<file path="src/rtl/sync_fifo_drain.sv">
// sync_fifo_drain -- read-side controller for the sync FIFO.
//
// A start command drains exactly len words from the FIFO read port and
// forwards them on a valid/ready stream. The FIFO's one-cycle read latency is
// absorbed by a 2-entry skid buffer. Reads are only issued while the buffer
// has room for the returning word, so downstream back-pressure throttles the
// read strobe instead of dropping data.
//
// Optional feature: define SYNC_FIFO_DRAIN_TIMEOUT_EN to enable the idle
// watchdog. Without it the block waits indefinitely and timeout is tied low.
//
// Ports:
//   clk, rst_n          rising-edge clock, synchronous active-low reset
//   start, len          1-cycle command pulse and word count (taken in IDLE)
//   busy, done          command in progress / 1-cycle completion pulse
//   words_out           words delivered in the current or last command
//   fifo_empty          FIFO empty flag
//   fifo_rd_en          FIFO read strobe
//   fifo_read_data      FIFO data, valid the cycle after fifo_rd_en
//   m_valid, m_ready    downstream handshake
//   m_data, m_last      downstream data (buffer head), final-beat marker
//   timeout             1-cycle abort pulse (watchdog build only)
module sync_fifo_drain #(
  parameter int WIDTH   = 16,
  parameter int LEN_W   = 8,
  parameter int TIMEOUT = 255
) (
  input  logic             clk,
  input  logic             rst_n,
  input  logic             start,
  input  logic [LEN_W-1:0] len,
  output logic             busy,
  output logic             done,
  output logic [LEN_W-1:0] words_out,
  input  logic             fifo_empty,
  output logic             fifo_rd_en,
  input  logic [WIDTH-1:0] fifo_read_data,
  output logic             m_valid,
  input  logic             m_ready,
  output logic [WIDTH-1:0] m_data,
  output logic             m_last,
  output logic             timeout
);

  typedef enum logic [1:0] {IDLE, DRAIN, WAIT, DONE} state_t;

  state_t           state, state_nxt;
  logic [LEN_W-1:0] len_q;
  logic [LEN_W-1:0] issued;
  logic [LEN_W-1:0] delivered;
  logic             rd_vld_p1;
  logic [WIDTH-1:0] buf_q [2];
  logic             head;
  logic [1:0]       occ;
  logic             hs;
  logic             last_hs;
  logic             credit;
  logic             rd_en;
  logic             abort;

  assign hs      = m_valid && m_ready;
  assign last_hs = hs && (delivered == len_q - LEN_W'(1));

  // A pop in the same cycle frees a slot, so the read can be issued against
  // it; that is what keeps a full-rate stream at one word per cycle while the
  // buffer plus the in-flight read never exceed two entries.
  assign credit = (occ == 2'd0) || (occ == 2'd1 && !rd_vld_p1) || hs;
  assign rd_en  = (state == DRAIN) && !fifo_empty && (issued < len_q) &&
                  credit && !abort;

  assign fifo_rd_en = rd_en;
  assign busy       = (state != IDLE);
  assign done       = (state == DONE);
  assign words_out  = delivered;
  assign m_valid    = (occ != 2'd0);
  assign m_data     = buf_q[head];
  assign m_last     = m_valid && (delivered == len_q - LEN_W'(1));
  assign timeout    = abort;

`ifdef SYNC_FIFO_DRAIN_TIMEOUT_EN
  localparam int TO_W = (TIMEOUT < 1) ? 1 : $clog2(TIMEOUT + 1);

  logic [TO_W-1:0] idle_cnt;

  assign abort = ((state == DRAIN) || (state == WAIT)) &&
                 (idle_cnt == TO_W'(TIMEOUT));

  always_ff @(posedge clk) begin
    if (!rst_n) begin
      idle_cnt <= '0;
    end else if (((state != DRAIN) && (state != WAIT)) || rd_en || hs || abort) begin
      idle_cnt <= '0;
    end else begin
      idle_cnt <= idle_cnt + TO_W'(1);
    end
  end
`else
  assign abort = 1'b0;
`endif

  always_comb begin
    state_nxt = state;
    case (state)
      IDLE:  if (start) state_nxt = (len == '0) ? DONE : DRAIN;
      DRAIN: if (issued == len_q) state_nxt = WAIT;
      // The final handshake moves straight to DONE so done lands one cycle
      // after it rather than two.
      WAIT:  if ((delivered == len_q) || last_hs) state_nxt = DONE;
      DONE:  state_nxt = IDLE;
      default: state_nxt = IDLE;
    endcase
    if (abort) state_nxt = IDLE;
  end

  always_ff @(posedge clk) begin
    if (!rst_n) begin
      state     <= IDLE;
      len_q     <= '0;
      issued    <= '0;
      delivered <= '0;
    end else begin
      state <= state_nxt;
      if (state == IDLE && start) begin
        len_q     <= len;
        issued    <= '0;
        delivered <= '0;
      end else begin
        if (rd_en) issued    <= issued + LEN_W'(1);
        if (hs)    delivered <= delivered + LEN_W'(1);
      end
    end
  end

  // Stage p0 -> p1: read strobe accepted by the FIFO, data returns next cycle.
  always_ff @(posedge clk) begin
    if (!rst_n) begin
      rd_vld_p1 <= 1'b0;
    end else begin
      rd_vld_p1 <= rd_en;
    end
  end

  // Stage p1 -> buffer: returning word appended at the tail, head pops on
  // handshake. A flush also drops a word still in flight.
  always_ff @(posedge clk) begin
    if (!rst_n) begin
      occ  <= 2'd0;
      head <= 1'b0;
    end else if (abort) begin
      occ  <= 2'd0;
      head <= 1'b0;
    end else begin
      case ({rd_vld_p1, hs})
        2'b10:   occ <= occ + 2'd1;
        2'b01: begin
          occ  <= occ - 2'd1;
          head <= ~head;
        end
        2'b11:   head <= ~head;
        default: ;
      endcase
    end
  end

  always_ff @(posedge clk) begin
    if (rd_vld_p1) buf_q[head ^ occ[0]] <= fifo_read_data;
  end

endmodule

</file>
<file path="config.mk">
export PLATFORM = sky130hd
export DESIGN_NAME = sync_fifo_drain
export DESIGN_NICKNAME = d
export VERILOG_FILES = /design/src/rtl/sync_fifo_drain.sv
export SDC_FILE = /design/constraint.sdc
export NUM_CORES = 1
export LEC_CHECK = 0
export CAP_MARGIN = 20
export CORE_ASPECT_RATIO = 2
export CORE_MARGIN = 2
export CORE_UTILIZATION = 35
export CTS_BUF_LIST = sky130_fd_sc_hd__clkbuf_8
export CTS_CLUSTER_SIZE = 16
export DETAILED_ROUTE_END_ITERATION = 8
export MAX_ROUTING_LAYER = met4
export PLACE_DENSITY = 0.61
export REMOVE_ABC_BUFFERS = 1
export SETUP_SLACK_MARGIN = 0.05
export SLEW_MARGIN = 5
export SYNTH_ARGS = -nofsm -noshare
export SYNTH_HDL_FRONTEND = slang
export SYNTH_SLANG_ARGS = --single-unit
</file>
<file path="constraint.sdc">
create_clock -name clk -period 2.2 [get_ports clk]
set_input_delay 0.66 -clock clk [delete_from_list [all_inputs] [get_ports clk]]
set_output_delay 0.66 -clock clk [all_outputs]
set_load 0.01 [all_outputs]
</file>
==> impl_metrics.yaml <==
finish:
  diodes: 0
  area_growth_pct: 50.65
  drive_gt1_share_pct: 38.32
  num-nets-final: 472
  design_area_um2: 4767
  final_util_pct: 53.62
sta:
  hold_violations: 0
  fin_crit_sh_pct: 127.0
  period_needed_ps: 2793
  rsz0062_at_grt: "yes"
  finalSetupViolCount: 8
  fmax_ghz: 0.3580
  fin_skew_ps: 7.886
  slew_viol_final: 0
  tns_ps: -1925
  finalWorstSetupSlack_ps: -593.1
yosys:
  synth.largest_area_cell: "edfxtp_1"
  yosysTopAreaCellShare_pct: 30.37
  ys_ff_latch: 63
  netlist_instances: 296
  async_flop_share_pct: 0
  synth_commonest_cells: "edfxtp_1, dfxtp_1, nand2_1"
  ys_top_cells_by_area: "edfxtp_1, dfxtp_1, ha_1, mux2_2, xor2_1"
  syn_area_um2: 3164
  ys_seq_area_share_pct: 49.98
  ys_warn_count: 0
  synth_flop_cell: "edfxtp_1"
  synth_cell_types: 47
  yosysMostFrequentCell: "edfxtp_1"
  synth_edf_count: 32
  post_synth.cell_area_avg_um2: 10.69
global_route:
  grt_pass1_wl_um: 13180
  grt_pass1_vias: 2730
  grt_use_total_pct: 18.21
  antenna_found_initial: 0
  gr-total-overflow: 0
  grt_max_degree: 17
cts:
  cts_tree: "yes"
  clock_latency_ps: 350
  clkSinkCount: 63
  clk_path_buf_depth: 2
  clk_pin_slew_ps: 60
  cts_max_level: 3
  hold_buffers: 0
  cts_root_buffer: "clkbuf_8"
  numCtsBuffers: 9
critical_path:
  cp-end-kind: "output pin"
  reg2reg_depth: 11
  path_max_fanout: 2
  cp.required_ps: 1540
  criticalPathCategory: "reg2out"
  cp-start-kind: "flip-flop"
  worstPathArrival_ps: 2130
outcome:
  violations: "setup timing"
  status: "complete, but fails checks"
routing:
  antenna_left: 0
  drt_first_pass_iters: 4
  num_vias: 2677
  drt_iter0_drc: 119
  drc: 0
  drt-total-wl_um: 8652
  vias_per_cell: 5.051
  wl_per_cell_um: 16.32
place:
  dp_slack_ps: -867.9
  hpwl_um: 6301
  routabilityCongestion: 0.9343
  port_buffers: 57
  post_dp_cell_area_um2: 4277
floorplan:
  core_um2: 8890
  placementRows: 49
  die-area_um2: 9864
  die_h_um: 138.5
  io_pins: 59
  die_x_um: 71.24
  start_util_pct: 35.59
pwr:
  power.density_nw_per_um2: 985.1
  max-vdd-ir-drop_mv: 0.6325
  p_leak_uw: 0.001953
  total_power_uw: 4696
hold_path:
  min_path_type: "reg2reg"
  min_delay_path_depth: 2
job:
  drv_cap: 0
per-layer routing:
metal | GRT usage, % | routed length, um
met2 | 35.67 | 5209
met3 | 4.227 | 446
met5 | - | 0
met1 | 15.06 | 2796
met4 | 8.441 | 200
power by group:
part           switching, uW  leakage, uW  internal, uW
clock network            434     0.000116           655
registers               95.7     0.000545          1360
logic                   1000      0.00129          1150
total                   1530      0.00195          3160
final timing paths:
check          endpoint      from  slack, ps
max          fifo_rd_en  len_q[1]       -590
min            len_q[7]  len_q[7]        510
max reg2reg   issued[7]  len_q[1]       -180
min reg2reg    len_q[7]  len_q[7]        510
cells by family after synthesis:
family / synth area share, %
AO/OA/AOI/OAI: 9.569
AND/OR/NAND/NOR: 15.54
buffers and inverters: 3.915
flip-flops: 49.98
adder cells (fa/ha/maj): 7.908
other: 0.1185
XOR/XNOR: 6.327
multiplexers: 6.643
critical path: stages (launching register included):
cell and delay, ps:
dfxtp_2 340, inv_2 50, buf_4 130, buf_6 110, ha_4 200, nor2b_4 120, o21a_1 180, o21a_1 210
o21ba_4 250, nor2_4 100, buf_6 110
layout by cell type, fill, tap and decap left out, types with 5 or more instances in the layout:
master,synthesis,final
a21oi_1,19,14
a21oi_2,0,5
buf_2,0,8
buf_4,1,62
buf_6,1,7
clkbuf_2,0,6
clkbuf_8,0,10
clkdlybuf4s50_1,0,35
dfxtp_1,31,21
dfxtp_2,0,7
edfxtp_1,32,32
ha_1,20,17
inv_1,17,16
mux2_2,16,16
nand2_1,22,21
nand3_1,13,13
nand4_1,8,8
nor2_1,21,20
xor2_1,17,17
area by class of cell:
cell class / instances / area [um^2]
clock buffers: 10 / 137.6
clock inverters: 6 / 76.32
flip-flops and latches: 63 / 1602
multi-input cells: 203 / 1659
well taps: 102 / 127.6
repair buffers: 128 / 1097
inverters: 18 / 67.56
fillers: 780 / 4123
flip-flops by register name, summed over array words and instances (netlist names), named ones only:
register	count
occ	2
len_q	8
issued	8
head	1
state	2
words_out	8
buf_q	32
rd_vld_p1	1
metrics by stage:
| step | cells | hold WS (ps) |
|---|---|---|
| 6_report | 530 | 509.5 |
| 5_1_grt | 530 | 528.7 |
| 4_1_cts | 526 | 499.4 |
| 3_5_place_dp | 504 | 508.7 |
| 3_3_place_gp | 504 | 496.6 |
| 2_1_floorplan | 284 | 451.5 |
what timing repair did:
item | in CTS | in global routing
pin swaps | 8 | 10
setup endpoints to repair | 26 | 19
setup buffers | 5 | 4
cloned | 1 | 0
resized for setup | 90 | 40
No activity file was read; power rests on OpenSTA's default activity.
